### config.mk
export PLATFORM = sky130hd
export DESIGN_NAME = palette_decode
export DESIGN_NICKNAME = d
export VERILOG_FILES = /design/src/rtl/palette_decode.sv
export SDC_FILE = /design/constraint.sdc
export NUM_CORES = 1
export LEC_CHECK = 0
export ABC_AREA = 1
export BUFFER_PORTS_ARGS = -buffer_cell sky130_fd_sc_hd__buf_2
export CORE_UTILIZATION = 25
export DETAILED_ROUTE_END_ITERATION = 10
export SLEW_MARGIN = 30
export SYNTH_ARGS = -nofsm -noshare
export SYNTH_HDL_FRONTEND = slang
export SYNTH_SLANG_ARGS = --single-unit
### constraint.sdc
create_clock -name clk -period 5.8 [get_ports clk]
set_input_delay 1.16 -clock clk [delete_from_list [all_inputs] [get_ports clk]]
set_output_delay 1.16 -clock clk [all_outputs]
set_load 0.02 [all_outputs]
### src/rtl/palette_decode.sv
// Inverse palette search: recovers the iteration count behind an RGB888 pixel.
// Tests LANES candidate counts per cycle with valid/ready on both sides.
module palette_decode #(
  parameter int LANES = 1
) (
  input  logic        clk,
  input  logic        rst_n,
  input  logic        in_valid,
  output logic        in_ready,
  input  logic [23:0] in_rgb,
  input  logic [1:0]  in_mode,
  input  logic [7:0]  in_max_iter,
  output logic        out_valid,
  input  logic        out_ready,
  output logic [7:0]  out_iter,
  output logic        out_hit,
  output logic        out_black
);

  typedef enum logic [1:0] {IDLE, SEARCH, DONE} state_t;

  state_t      state_q, state_d;
  logic [8:0]  cand_q, cand_d;
  logic [23:0] rgb_q, rgb_d;
  logic [1:0]  mode_q, mode_d;
  logic [7:0]  max_q, max_d;
  logic [7:0]  iter_q, iter_d;
  logic        hit_q, hit_d;
  logic        black_q, black_d;

  logic        match_any;
  logic [7:0]  match_iter;
  logic [8:0]  lane;
  logic        last;

  function automatic logic [23:0] pal(
    input logic [1:0] m,
    input logic [7:0] i
  );
    logic [7:0] r, g, b;
    r = '0;
    g = '0;
    b = '0;
    unique case (m)
      2'd0: begin
        r = i * 8'd5;
        g = i * 8'd13;
        b = i * 8'd29;
      end
      2'd1: begin
        r = i * 8'd9;
        g = i * 8'd3;
        b = i * 8'd17;
      end
      2'd2: begin
        r = {i[5:0], 2'b00};
        g = {i[6:0], 1'b0};
        b = i * 8'd11;
      end
      2'd3: begin
        r = i * 8'd7;
        g = i * 8'd21;
        b = {i[5:0], 2'b00};
      end
    endcase
    return {r, g, b};
  endfunction

  // Scan lanes high to low so the lowest matching candidate wins.
  always_comb begin
    match_any  = 1'b0;
    match_iter = '0;
    lane       = '0;
    for (int l = LANES - 1; l >= 0; l--) begin
      lane = cand_q + 9'(l);
      if (lane < {1'b0, max_q} &&
          pal(mode_q, lane[7:0]) == rgb_q) begin
        match_any  = 1'b1;
        match_iter = lane[7:0];
      end
    end
  end

  assign last = (cand_q + 9'(LANES)) >= {1'b0, max_q};

  always_comb begin
    state_d = state_q;
    cand_d  = cand_q;
    rgb_d   = rgb_q;
    mode_d  = mode_q;
    max_d   = max_q;
    iter_d  = iter_q;
    hit_d   = hit_q;
    black_d = black_q;
    unique case (state_q)
      IDLE: begin
        if (in_valid) begin
          rgb_d   = in_rgb;
          mode_d  = in_mode;
          max_d   = in_max_iter;
          cand_d  = '0;
          state_d = SEARCH;
        end
      end
      SEARCH: begin
        if (rgb_q == 24'd0) begin
          iter_d  = '0;
          hit_d   = 1'b1;
          black_d = 1'b1;
          state_d = DONE;
        end else if (match_any) begin
          iter_d  = match_iter;
          hit_d   = 1'b1;
          black_d = 1'b0;
          state_d = DONE;
        end else if (last) begin
          iter_d  = max_q;
          hit_d   = 1'b0;
          black_d = 1'b0;
          state_d = DONE;
        end else begin
          cand_d = cand_q + 9'(LANES);
        end
      end
      DONE: begin
        if (out_ready) state_d = IDLE;
      end
      default: state_d = IDLE;
    endcase
  end

  always_ff @(posedge clk or negedge rst_n) begin
    if (!rst_n) begin
      state_q <= IDLE;
      cand_q  <= '0;
      rgb_q   <= '0;
      mode_q  <= '0;
      max_q   <= '0;
      iter_q  <= '0;
      hit_q   <= 1'b0;
      black_q <= 1'b0;
    end else begin
      state_q <= state_d;
      cand_q  <= cand_d;
      rgb_q   <= rgb_d;
      mode_q  <= mode_d;
      max_q   <= max_d;
      iter_q  <= iter_d;
      hit_q   <= hit_d;
      black_q <= black_d;
    end
  end

  assign in_ready  = (state_q == IDLE);
  assign out_valid = (state_q == DONE);
  assign out_iter  = iter_q;
  assign out_hit   = hit_q;
  assign out_black = black_q;

endmodule

==> PnR_summary.wiki, run 1 <==
{| class="wikitable"
! Metric !! Value
|-
| CTS Root Cell || sky130_fd_sc_hd__clkbuf_16
|-
| Max-cap violations || 0
|-
| Initial standard-cell utilization of the core || 25.42%
|-
| Count of buffers added by post-CTS timing repair for setup || 0
|-
| Count of boundary I/O pins || 50
|-
| Level count of the clock H-tree || 2
|-
| Count of yosys warnings during synthesis || 0
|-
| First-pass GRT wire length || 30.66 mm
|-
| Mean instance size in the synthesized netlist || 6.998 µm²
|-
| Number of cells upsized or downsized after cts || 0
|-
| Count of clock tree sinks || 55
|-
| Sequential share of the synthesized area || 21.56%
|-
| Power per standard cell area || 616.8 nW/µm²
|-
| Multi-input combinational cell area || 4378 µm²
|-
| DRT Pass-1 Iters || 5
|-
| Post-DP HPWL || 15.28 mm
|-
| Clock latency reported for the late side of the worst-skew pair || 0.30 ns
|-
| Register cell area after layout || 1376 µm²
|-
| Die Wd || 161.8 µm
|-
| Number of global-route vias before repair || 5,752
|-
| Synthesis-to-finish area growth || 11.86%
|-
| Final cell utilization of the core || 28.43%
|-
| Standard cell core area || 25,110 µm²
|-
| Clock-pin slew on the worst setup and hold paths || 0.08 ns
|-
| Pre-CTS worst setup slack || 1.444 ns
|-
| Worst voltage drop across the vdd grid || 256.6 µV
|-
| Time the worst path needs with I/O delays and setup || 4.431 ns
|-
| Total setup violations reported at the end of the flow || 0
|-
| Setup total negative slack || 0 ns
|-
| Final count of hold timing violations || 0
|-
| Worst setup path category || flop to flop
|-
| Kind of start point of the critical path || flop
|-
| Final routed wirelength across all metal layers || 18.85 mm
|-
| Final routed wire length divided by cell count || 14.66 µm
|-
| Maximum number of pins on one net before global-route repair || 56
|-
| Clk buf depth || 2
|-
| Final max-slew violation count || 0
|-
| DR vias/cell || 4.660
|-
| Endpoint arrival time on the critical path || 4.67 ns
|-
| Final critical-path setup slack || 1.369 ns
|-
| Routability-driven placement congestion ratio || 0.9149
|-
| Post-synth top area share || 21.56%
|-
| Period utilisation layout || 76.39%
|-
| Total grt overflow || 0
|-
| Syn Nets || 1,046
|-
| PortBufs || 49
|-
| Endpoint class of the critical path || flop
|-
| Via Count || 5,993
|-
| Run status || finished clean
|-
| Area contributors post-synth || sky130_fd_sc_hd__dfrtp_1 22%, sky130_fd_sc_hd__nand2_1 15%, sky130_fd_sc_hd__ha_1 14%
|-
| Initial DRC Count || 471
|-
| Worst path required time || 6.04 ns
|-
| Reported leakage power || 3.994 nW
|-
| Remaining routing DRC violations || 0
|-
| Register bit count reported by yosys || 55
|-
| Die boundary height || 161.8 µm
|-
| Netlist area before placement || 6382 µm²
|-
| CTS tree || built
|-
| Largest clock skew in the final design || 0.01040 ns
|-
| Highest net fanout along the worst path || 17
|-
| Residual antenna-violating net count after detailed routing || 0
|-
| Number of buffers created by CTS || 5
|-
| Worst relative slew slack || 48.09%
|-
| Hold Buf Count CTS || 0
|-
| Overall die area || 26,170 µm²
|-
| Initial antenna violation count || 0
|-
| Number of fill cells || 2,808
|-
| Post-synthesis cell count || 912
|-
| Total Routing Usage GR || 14.84%
|-
| Placement Rows || 58
|-
| Cell variety after synth || 41
|-
| Share of post-route cells with drive strength above 1 || 11.61%
|-
| Net count, final || 1,089
|-
| F_max || 225.7 MHz
|-
| Cell taking the most area after synthesis || sky130_fd_sc_hd__dfrtp_1
|-
| Inserted Diodes || 0
|-
| Classification of the worst-slack hold path || flop to flop
|-
| Slew at the pin closest to its max-slew limit || 0.7787 ns
|-
| Setup repair after global routing missed its margin || false
|}
[cell type report]
class                           instances  share of cell area (%)
Sequential cell                        55                   19.28
Timing Repair Buffer                   56                   4.171
Tap cell                              330                   5.783
Clock buffer                            5                   1.753
Multi-Input combinational cell        704                   61.32
Clock inverter                          3                  0.7010
Inverter                              133                   6.993
[placed cells by master, fill, tap and decap left out, types with 7 or more instances in the layout]
master                     instances
sky130_fd_sc_hd__nand2_1         258
sky130_fd_sc_hd__a21oi_1          45
sky130_fd_sc_hd__nor3_1           11
sky130_fd_sc_hd__o21ai_0           9
sky130_fd_sc_hd__buf_2            49
sky130_fd_sc_hd__inv_1           129
sky130_fd_sc_hd__nand3_1         102
sky130_fd_sc_hd__nand4_1          13
sky130_fd_sc_hd__nand2_2          10
sky130_fd_sc_hd__fa_1             25
sky130_fd_sc_hd__buf_4             7
sky130_fd_sc_hd__dfrtp_1          55
sky130_fd_sc_hd__ha_1             71
sky130_fd_sc_hd__nor2_1           74
sky130_fd_sc_hd__xor2_1           14
sky130_fd_sc_hd__xnor2_1          11
sky130_fd_sc_hd__nand3b_1         11
[layer usage]
metal / global-route usage (%) / part of all wire (%)
met1: 19.98 / 46
met2: 23.45 / 45
met3: 3.141 / 6.0
met4: 4.974 / 3.4
met5: 0 / 0
[flip-flops by register name (all words and copies together), names as in the netlist]
signal,flops
max_q,8
state_q,2
mode_q,2
cand_q,9
out_hit,1
out_black,1
rgb_q,24
out_iter,8
[worst max-delay path: stages, from the launching register on]
cell and delay, ns:
sky130_fd_sc_hd__dfrtp_1 0.80, sky130_fd_sc_hd__ha_1 0.52, sky130_fd_sc_hd__ha_1 0.27, sky130_fd_sc_hd__inv_1 0.09, sky130_fd_sc_hd__fa_1 0.48, sky130_fd_sc_hd__inv_1 0.04, sky130_fd_sc_hd__ha_1 0.34, sky130_fd_sc_hd__a21oi_1 0.16
sky130_fd_sc_hd__nand2_1 0.08, sky130_fd_sc_hd__xnor2_1 0.13, sky130_fd_sc_hd__nand2_1 0.08, sky130_fd_sc_hd__nand3b_1 0.09, sky130_fd_sc_hd__nand2_1 0.07, sky130_fd_sc_hd__nor2_1 0.14, sky130_fd_sc_hd__nand2_1 0.10, sky130_fd_sc_hd__nor2_2 0.25
sky130_fd_sc_hd__nand3_4 0.20, sky130_fd_sc_hd__nand3_4 0.11, sky130_fd_sc_hd__nand2_4 0.12, sky130_fd_sc_hd__inv_2 0.16, sky130_fd_sc_hd__nand2_1 0.07, sky130_fd_sc_hd__nand2_1 0.07
[cell usage after synthesis (all sizes together)]
cell type and number:
o21bai 1, nor4 3, nor2b 1, nand3 110, fa 25, nor2 81, nand4 14, ha 71
o31ai 1, buf 10, xor2 14, nand2 270, dfrtp 55, nor3 11, mux2i 1, xnor2 11
mux2 5, or2 2, inv 133, clkbuf 10, a31oi 1, o221ai 1, o21a 3, a21oi 45
o211ai 2, o21ai 18, nor3b 1, nand3b 11, and2 1
[metrics by stage]
step           hold WS (ns)  total power [W]  instances  cell area, µm²
6_report             0.4848         0.004403       1286            7139
2_1_floorplan        0.5102         0.003138        912            6382
5_1_grt              0.5217         0.004921       1286            7139
4_1_cts              0.4960         0.004394       1286            7139
3_3_place_gp         0.4642         0.003970       1278            6964
3_5_place_dp         0.4742         0.004004       1278            6964
[power breakdown]
| group | switching, W | internal, W | total (W) |
|---|---|---|---|
| logic | 0.00215 | 0.00116 | 0.00331 |
| registers | 0.000201 | 0.000530 | 0.000731 |
| clock network | 0.000157 | 0.000209 | 0.000366 |
[cell families (layout without fill, tap and decap cells)]
group | count (synthesis) | count (layout) | share of synthesized area [%]
multiplexers | 6 | 6 | 1.039
flip-flops | 55 | 55 | 21.56
AND/OR/NAND/NOR | 505 | 505 | 35.86
XOR/XNOR | 25 | 25 | 3.431
AO/OA/AOI/OAI | 72 | 72 | 6.469
buffers and inverters | 153 | 197 | 9.880
adder cells (fa/ha/maj) | 96 | 96 | 21.76
[worst paths after layout]
check	startpoint	endpoint	slack, ns	depth (start not counted)
worst max-delay path	cand_q[0]	out_iter[5]	1.37	21
worst min-delay path	out_iter[7]	out_iter[7]	0.48	2
worst max register to register	cand_q[0]	out_iter[5]	1.37	21
worst min register to register	out_iter[7]	out_iter[7]	0.48	2
max in group asynchronous	rst_n	rgb_q[13]	4.32	2
min in group asynchronous	rst_n	max_q[1]	0.98	2
Power figures use the tool's default switching activity.
==> inputs of run 2 (changes only) <==
==> constraint.sdc (replaced) <==
create_clock -name clk -period 3.9 [get_ports clk]
set_input_delay 0.78 -clock clk [delete_from_list [all_inputs] [get_ports clk]]
set_output_delay 0.78 -clock clk [all_outputs]
set_load 0.02 [all_outputs]
==> run 2 against run 1 <==
  * Worst setup slack lost 1.3 ns
  * Clock skew is essentially flat
  * Sequential power grew 38%
  * Critical path type unchanged
  * Utilization grew 3.0 points
==> PnR_summary.wiki, run 2 (same netlist as run 1, synthesis figures left out) <==
{| class="wikitable"
! Metric !! Value
|-
| Share of post-route cells with drive strength above 1 || 21.65% (was 11.61%)
|-
| Largest clock skew in the final design || 0.01037 ns (was 0.01040 ns)
|-
| Multi-input combinational cell area || 4728 µm² (was 4378 µm²)
|-
| Die Wd || 161.8 µm (unchanged)
|-
| Endpoint class of the critical path || flop (unchanged)
|-
| Post-DP HPWL || 15.79 mm (was 15.28 mm)
|-
| Residual antenna-violating net count after detailed routing || 0 (unchanged)
|-
| Worst setup path category || flop to flop (unchanged)
|-
| Endpoint arrival time on the critical path || 4.00 ns (was 4.67 ns)
|-
| Registers with the most flip-flops || rgb_q (24), cand_q (9) (unchanged)
|-
| Number of buffers created by CTS || 5 (unchanged)
|-
| Number of global-route vias before repair || 5,910 (was 5,752)
|-
| Inserted Diodes || 0 (unchanged)
|-
| CTS Root Cell || sky130_fd_sc_hd__clkbuf_16 (unchanged)
|-
| Overall Power || 0.007694 W (was 0.004403 W)
|-
| Initial DRC Count || 345 (was 471)
|-
| Level count of the clock H-tree || 2 (unchanged)
|-
| F_max || 262.0 MHz (was 225.7 MHz)
|-
| Die boundary height || 161.8 µm (unchanged)
|-
| Worst relative slew slack || 36.33% (was 48.09%)
|-
| Most common library cell in the layout ignoring fill and taps || sky130_fd_sc_hd__nand2_1 (unchanged)
|-
| Power per standard cell area || 974.0 nW/µm² (was 616.8 nW/µm²)
|-
| Period utilisation layout || 97.86% (was 76.39%)
|-
| PortBufs || 49 (unchanged)
|-
| Final count of hold timing violations || 0 (unchanged)
|-
| DRT Pass-1 Iters || 5 (unchanged)
|-
| Total setup violations reported at the end of the flow || 0 (unchanged)
|-
| Worst voltage drop across the vdd grid || 361.0 µV (was 256.6 µV)
|-
| Net count, final || 1,140 (was 1,089)
|-
| Highest net fanout along the worst path || 6 (was 17)
|-
| Run status || finished clean (unchanged)
|-
| Remaining routing DRC violations || 0 (unchanged)
|-
| Synthesis-to-finish area growth || 23.78% (was 11.86%)
|-
| Setup repair after global routing missed its margin || true (was false)
|-
| Clock-pin slew on the worst setup and hold paths || 0.08 ns (about the same)
|-
| Slew at the pin closest to its max-slew limit || 0.9517 ns (was 0.7787 ns)
|-
| CTS tree || built (unchanged)
|-
| Kind of start point of the critical path || flop (unchanged)
|-
| Standard cell core area || 25,110 µm² (unchanged)
|-
| Initial standard-cell utilization of the core || 25.42% (unchanged)
|-
| Setup total negative slack || 0 ns (unchanged)
|-
| Depth of the most critical reg-to-reg path || 21 (unchanged)
|-
| First-pass GRT wire length || 31.35 mm (was 30.66 mm)
|-
| Overall die area || 26,170 µm² (unchanged)
|-
| Biggest register || rgb_q (unchanged)
|-
| Clock latency reported for the late side of the worst-skew pair || 0.31 ns (was 0.30 ns)
|-
| Final routed wirelength across all metal layers || 20.02 mm (was 18.85 mm)
|-
| Reported leakage power || 4.255 nW (was 3.994 nW)
|-
| Final routed wire length divided by cell count || 14.97 µm (was 14.66 µm)
|-
| Total grt overflow || 0 (unchanged)
|-
| Max-cap violations || 0 (unchanged)
|-
| Final max-slew violation count || 0 (unchanged)
|-
| Number of flip-flops under the largest register name || 24 (unchanged)
|-
| Via Count || 6,198 (was 5,993)
|-
| Initial antenna violation count || 0 (unchanged)
|-
| Total Routing Usage GR || 15.30% (was 14.84%)
|-
| Count of clock tree sinks || 55 (unchanged)
|-
| Number of fill cells || 2,767 (was 2,808)
|-
| DR vias/cell || 4.636 (was 4.660)
|-
| Register cell area after layout || 1379 µm² (was 1376 µm²)
|-
| Maximum number of pins on one net before global-route repair || 47 (was 56)
|-
| Commonest non-fill, non-tap cells in the layout || 246 x sky130_fd_sc_hd__nand2_1, 125 x sky130_fd_sc_hd__inv_1, 92 x sky130_fd_sc_hd__nand3_1, 72 x sky130_fd_sc_hd__nor2_1, 56 x sky130_fd_sc_hd__ha_1 (was 258 x sky130_fd_sc_hd__nand2_1, 129 x sky130_fd_sc_hd__inv_1, 102 x sky130_fd_sc_hd__nand3_1, 74 x sky130_fd_sc_hd__nor2_1, 71 x sky130_fd_sc_hd__ha_1)
|-
| Placement Rows || 58 (unchanged)
|-
| Routability-driven placement congestion ratio || 0.8921 (was 0.9149)
|-
| Classification of the worst-slack hold path || primary input to asynchronous set/reset pin (was flop to flop)
|-
| Clk buf depth || 2 (unchanged)
|-
| Count of boundary I/O pins || 50 (unchanged)
|-
| Time the worst path needs with I/O delays and setup || 3.817 ns (was 4.431 ns)
|-
| Worst path required time || 4.08 ns (was 6.04 ns)
|}
[run 2: power by group]
group	leakage [nW]	switching [W]	internal, W	total (W)
combinational	3.52	0.00368	0.00247	0.00615
clock	0.0815	0.000229	0.000307	0.000536
sequential	0.649	0.000216	0.000792	0.00101
total	4.26	0.00413	0.00357	0.00769
[run 2: cell type report]
cell class                 count  area share [%]
timing repair buffer         105           8.869
multi-input combinational    706           59.85
clock inverter                 2          0.4910
tap                          330           5.226
sequential                    55           17.45
clock buffer                   6           1.631
inverter                     133           6.478
[run 2: critical path, stage by stage, from the launching register on]
cell and delay (ns):
sky130_fd_sc_hd__dfrtp_2 0.45, sky130_fd_sc_hd__buf_6 0.13, sky130_fd_sc_hd__fa_2 0.55, sky130_fd_sc_hd__ha_4 0.14, sky130_fd_sc_hd__inv_2 0.04, sky130_fd_sc_hd__fa_1 0.51
sky130_fd_sc_hd__inv_2 0.05, sky130_fd_sc_hd__ha_4 0.22, sky130_fd_sc_hd__a21oi_2 0.15, sky130_fd_sc_hd__nand2_2 0.08, sky130_fd_sc_hd__xnor2_2 0.18, sky130_fd_sc_hd__nand2_2 0.09
sky130_fd_sc_hd__nand3b_1 0.11, sky130_fd_sc_hd__nand2_2 0.09, sky130_fd_sc_hd__nor2_2 0.10, sky130_fd_sc_hd__nand2_2 0.07, sky130_fd_sc_hd__nor2_4 0.17, sky130_fd_sc_hd__nand3_4 0.15
sky130_fd_sc_hd__nand3_4 0.15, sky130_fd_sc_hd__nand2_8 0.10, sky130_fd_sc_hd__nand2_1 0.09, sky130_fd_sc_hd__o21ai_0 0.07
[run 2: timing repair]
item                       4_1_cts  5_1_grt
resized for setup               11       65
hold endpoints to repair         0        0
gates cloned                     1        1
hold buffers                     0        0
pin swaps                        3       33
setup endpoints to repair       21       21
setup buffers                    4        3
[run 2: worst paths after layout]
check,startpoint,end,slack [ns]
max in group asynchronous,rst_n,rgb_q[5],2.59
max,cand_q[2],out_black,0.08
min,rst_n,out_iter[3],0.45
min in group clk,out_iter[7],out_iter[7],0.48
min reg2reg,out_iter[7],out_iter[7],0.48
max reg2reg,cand_q[2],out_black,0.08
[run 2: metrics by stage]
stage | area [µm²] | setup slack [ns] | hold slack [ns] | std cells | util [%]
2_1_floorplan | 6384 | 0.03668 | 0.4844 | 912 | -
3_3_place_gp | 7293 | -0.2045 | 0.4709 | 1320 | 29.05
3_5_place_dp | 7293 | -0.1907 | 0.4724 | 1320 | 29.05
4_1_cts | 7567 | 0.01303 | 0.4773 | 1333 | 30.14
5_1_grt | 7900 | -0.1120 | 0.4959 | 1337 | 31.46
6_report | 7900 | 0.08348 | 0.4541 | 1337 | 31.46
[run 2: per-layer routing]
metal	up-vias	global-route usage, %	wire, µm
met4	0	3.431	518
met3	28	2.400	877
li1	3118	-	-
met2	157	25.50	9215
met5	-	0	0
met1	2895	20.67	9405
==> inputs of run 3 (changes only) <==
--- a/config.mk
+++ b/config.mk
@@ -6,9 +6,9 @@
 export NUM_CORES = 1
 export LEC_CHECK = 0
 export ABC_AREA = 1
-export BUFFER_PORTS_ARGS = -buffer_cell sky130_fd_sc_hd__buf_2
 export CORE_UTILIZATION = 25
 export DETAILED_ROUTE_END_ITERATION = 10
+export DONT_BUFFER_PORTS = 1
 export SLEW_MARGIN = 30
 export SYNTH_ARGS = -nofsm -noshare
 export SYNTH_HDL_FRONTEND = slang
==> run 3 against run 2 <==
  * Clock skew fell by 0.0026 ns
  * Global-route usage fell by 0.60 points
  * Highest routed layer unchanged
  * Largest cell class unchanged
  * Critical endpoint is now out_iter[5]
  * Worst setup slack got worse by 0.062 ns
==> PnR_summary.wiki, run 3 (same netlist as run 1, synthesis figures left out) <==
{| class="wikitable"
! Metric !! Value
|-
| Run status || finished clean (unchanged)
|-
| Registers with the most flip-flops || rgb_q (24), cand_q (9) (unchanged)
|-
| Commonest non-fill, non-tap cells in the layout || 250 x sky130_fd_sc_hd__nand2_1, 127 x sky130_fd_sc_hd__inv_1, 101 x sky130_fd_sc_hd__nand3_1, 71 x sky130_fd_sc_hd__nor2_1, 65 x sky130_fd_sc_hd__ha_1 (was 246 x sky130_fd_sc_hd__nand2_1, 125 x sky130_fd_sc_hd__inv_1, 92 x sky130_fd_sc_hd__nand3_1, 72 x sky130_fd_sc_hd__nor2_1, 56 x sky130_fd_sc_hd__ha_1)
|-
| Family of cells with the greatest summed delay on the critical path || adder cells (unchanged)
|-
| Worst path required time || 4.14 ns (was 4.08 ns)
|-
| Slowest library cell on the worst path || sky130_fd_sc_hd__fa_2 (unchanged)
|-
| Layout Cell Area excl Fill || 7322 µm² (was 7900 µm²)
|-
| Final max-slew violation count || 0 (unchanged)
|-
| Total setup violations reported at the end of the flow || 0 (unchanged)
|-
| Endpoint arrival time on the critical path || 4.12 ns (was 4.00 ns)
|-
| Period utilisation layout || 99.45% (was 97.86%)
|-
| Clock-pin slew on the worst setup and hold paths || 0.08 ns (about the same)
|-
| Reg-to-reg startpoint || cand_q[2] (unchanged)
|-
| Net count, final || 1,075 (was 1,140)
|-
| Depth of the most critical reg-to-reg path || 23 (was 21)
|-
| Worst setup path category || flop to flop (unchanged)
|-
| Biggest register || rgb_q (unchanged)
|-
| First-pass GRT wire length || 30.07 mm (was 31.35 mm)
|-
| Kind of start point of the critical path || flop (unchanged)
|-
| Share of post-route cells with drive strength above 1 || 13.38% (was 21.65%)
|-
| Worst voltage drop across the vdd grid || 328.0 µV (was 361.0 µV)
|-
| Routability-driven placement congestion ratio || 0.9397 (was 0.8921)
|-
| Inserted Diodes || 0 (unchanged)
|-
| PortBufs || 0 (was 49)
|-
| Die Wd || 161.8 µm (unchanged)
|-
| Number of buffers created by CTS || 5 (unchanged)
|-
| Die boundary height || 161.8 µm (unchanged)
|-
| Terminus of the critical flop-to-flop path || out_iter[5] (was out_black)
|-
| Endpoint class of the critical path || flop (unchanged)
|-
| DR vias/cell || 4.649 (was 4.636)
|-
| Initial DRC Count || 346 (was 345)
|-
| Initial antenna violation count || 0 (unchanged)
|-
| Power per standard cell area || 964.7 nW/µm² (was 974.0 nW/µm²)
|-
| Final routed wirelength across all metal layers || 19.15 mm (was 20.02 mm)
|-
| DRT Pass-1 Iters || 5 (unchanged)
|-
| Clk buf depth || 2 (unchanged)
|-
| Highest net fanout along the worst path || 8 (was 6)
|-
| Flop-to-flop setup slack || 0.02 ns (was 0.08 ns)
|-
| Area of placed instances || 6953 µm² (was 7293 µm²)
|-
| Most common library cell in the layout ignoring fill and taps || sky130_fd_sc_hd__nand2_1 (unchanged)
|-
| CTS tree || built (unchanged)
|-
| Crit path buffers/inverters || 4 (was 3)
|-
| Residual antenna-violating net count after detailed routing || 0 (unchanged)
|-
| Worst relative slew slack || 42.83% (was 36.33%)
|-
| Standard cell core area || 25,110 µm² (unchanged)
|-
| Maximum number of pins on one net before global-route repair || 56 (was 47)
|-
| Count of boundary I/O pins || 50 (unchanged)
|-
| Post-DP HPWL || 15.25 mm (was 15.79 mm)
|-
| Slew at the pin closest to its max-slew limit || 0.8545 ns (was 0.9517 ns)
|-
| Setup repair after global routing missed its margin || true (unchanged)
|-
| Max-cap violations || 0 (unchanged)
|-
| Placement Rows || 58 (unchanged)
|-
| Initial standard-cell utilization of the core || 25.42% (unchanged)
|-
| Setup total negative slack || 0 ns (unchanged)
|-
| Hold Buf Count CTS || 0 (unchanged)
|-
| Classification of the worst-slack hold path || primary input to asynchronous set/reset pin (unchanged)
|-
| Overall die area || 26,170 µm² (unchanged)
|-
| Via Count || 5,913 (was 6,198)
|-
| Number of flip-flops under the largest register name || 24 (unchanged)
|-
| Number of global-route vias before repair || 5,664 (was 5,910)
|-
| Level count of the clock H-tree || 2 (unchanged)
|-
| F_max || 257.8 MHz (was 262.0 MHz)
|-
| Most Frequent Cell on Critical Path || sky130_fd_sc_hd__nand2_2 (unchanged)
|-
| Reported leakage power || 3.954 nW (was 4.255 nW)
|-
| Final count of hold timing violations || 0 (unchanged)
|-
| Number of fill cells || 2,815 (was 2,767)
|-
| Time the worst path needs with I/O delays and setup || 3.879 ns (was 3.817 ns)
|-
| CTS Root Cell || sky130_fd_sc_hd__clkbuf_16 (unchanged)
|-
| Count of clock tree sinks || 55 (unchanged)
|-
| Remaining routing DRC violations || 0 (unchanged)
|-
| Clock latency reported for the late side of the worst-skew pair || 0.30 ns (was 0.31 ns)
|-
| Total Routing Usage GR || 14.70% (was 15.30%)
|-
| Delay contributed by the slowest stage of the critical path || 0.60 ns (was 0.55 ns)
|-
| Final routed wire length divided by cell count || 15.05 µm (was 14.97 µm)
|-
| Total grt overflow || 0 (unchanged)
|-
| Largest clock skew in the final design || 0.007765 ns (was 0.01037 ns)
|-
| Synthesis-to-finish area growth || 14.72% (was 23.78%)
|-
| Worst-path cell chain || buf_6 -> fa_2 -> ha_4 -> inv_4 -> fa_1 -> inv_2 -> ha_4 -> a21oi_2 -> nand2_2 -> xnor2_2 -> nand2_1 -> nand3b_1 -> nand2_2 -> nor2_2 -> nand2_2 -> nor2_4 -> nand3_4 -> buf_6 -> nand2_2 -> nand2_2 -> nor2_2 -> nand2_1 -> nand2_1 (was buf_6 -> fa_2 -> ha_4 -> inv_2 -> fa_1 -> inv_2 -> ha_4 -> a21oi_2 -> nand2_2 -> xnor2_2 -> nand2_2 -> nand3b_1 -> nand2_2 -> nor2_2 -> nand2_2 -> nor2_4 -> nand3_4 -> nand3_4 -> nand2_8 -> nand2_1 -> o21ai_0)
|}
## run 3: per-stage QoR
stage	power, W	instances	utilization (%)	setup slack, ns	hold WS (ns)
global placement	0.006063	1260	27.69	-0.1578	0.4858
floorplan	0.004668	912	-	0.03668	0.4844
detailed placement	0.006130	1260	27.69	-0.1306	0.4856
global route	0.007841	1272	29.16	-0.1636	0.1541
finish	0.007063	1272	29.16	0.02147	0.1651
CTS	0.006720	1268	28.45	0.001553	0.1634
## run 3: routing by layer
| metal | global-route usage, % | up-vias | routed length, µm |
|---|---|---|---|
| li1 | - | 2985 | - |
| met1 | 20.20 | 2791 | 9027 |
| met2 | 24.85 | 120 | 9050 |
| met3 | 1.532 | 17 | 784 |
| met4 | 2.873 | 0 | 286 |
| met5 | 0 | - | 0 |
## run 3: what timing repair did
action,CTS,global route
cloned,0,1
pin swaps,3,25
buffers inserted,0,3
resized for setup,8,35
setup endpoints to repair,18,21
## run 3: layout make-up
cell class,count,area (µm²),share of cell area [%]
multi-input cells,705,4547,62.10
flip-flops and latches,55,1378,18.81
inverters,133,506.7,6.921
well taps,330,412.9,5.639
repair buffers,41,326.6,4.460
clock buffers,7,142.6,1.948
clock inverters,1,8.758,0.1196
## run 3: worst max path at each step
stage | from | slack, ns | cells past startpoint | to
floorplan | cand_q[1] | 0.04 | 23 | out_hit
global placement | cand_q[2] | -0.16 | 18 | out_iter[4]
detailed placement | cand_q[2] | -0.13 | 18 | out_iter[3]
CTS | cand_q[2] | 0.002 | 21 | out_iter[5]
global route | cand_q[2] | -0.16 | 24 | out_iter[5]
finish | cand_q[2] | 0.02 | 23 | out_iter[5]
## run 3: power by group
group / leakage [nW] / total, W / internal (W) / switching, W
combinational: 3.23 / 0.00555 / 0.00216 / 0.00339
sequential: 0.651 / 0.00104 / 0.000791 / 0.000248
clock: 0.0741 / 0.000473 / 0.000258 / 0.000215
total: 3.95 / 0.00706 / 0.00321 / 0.00385
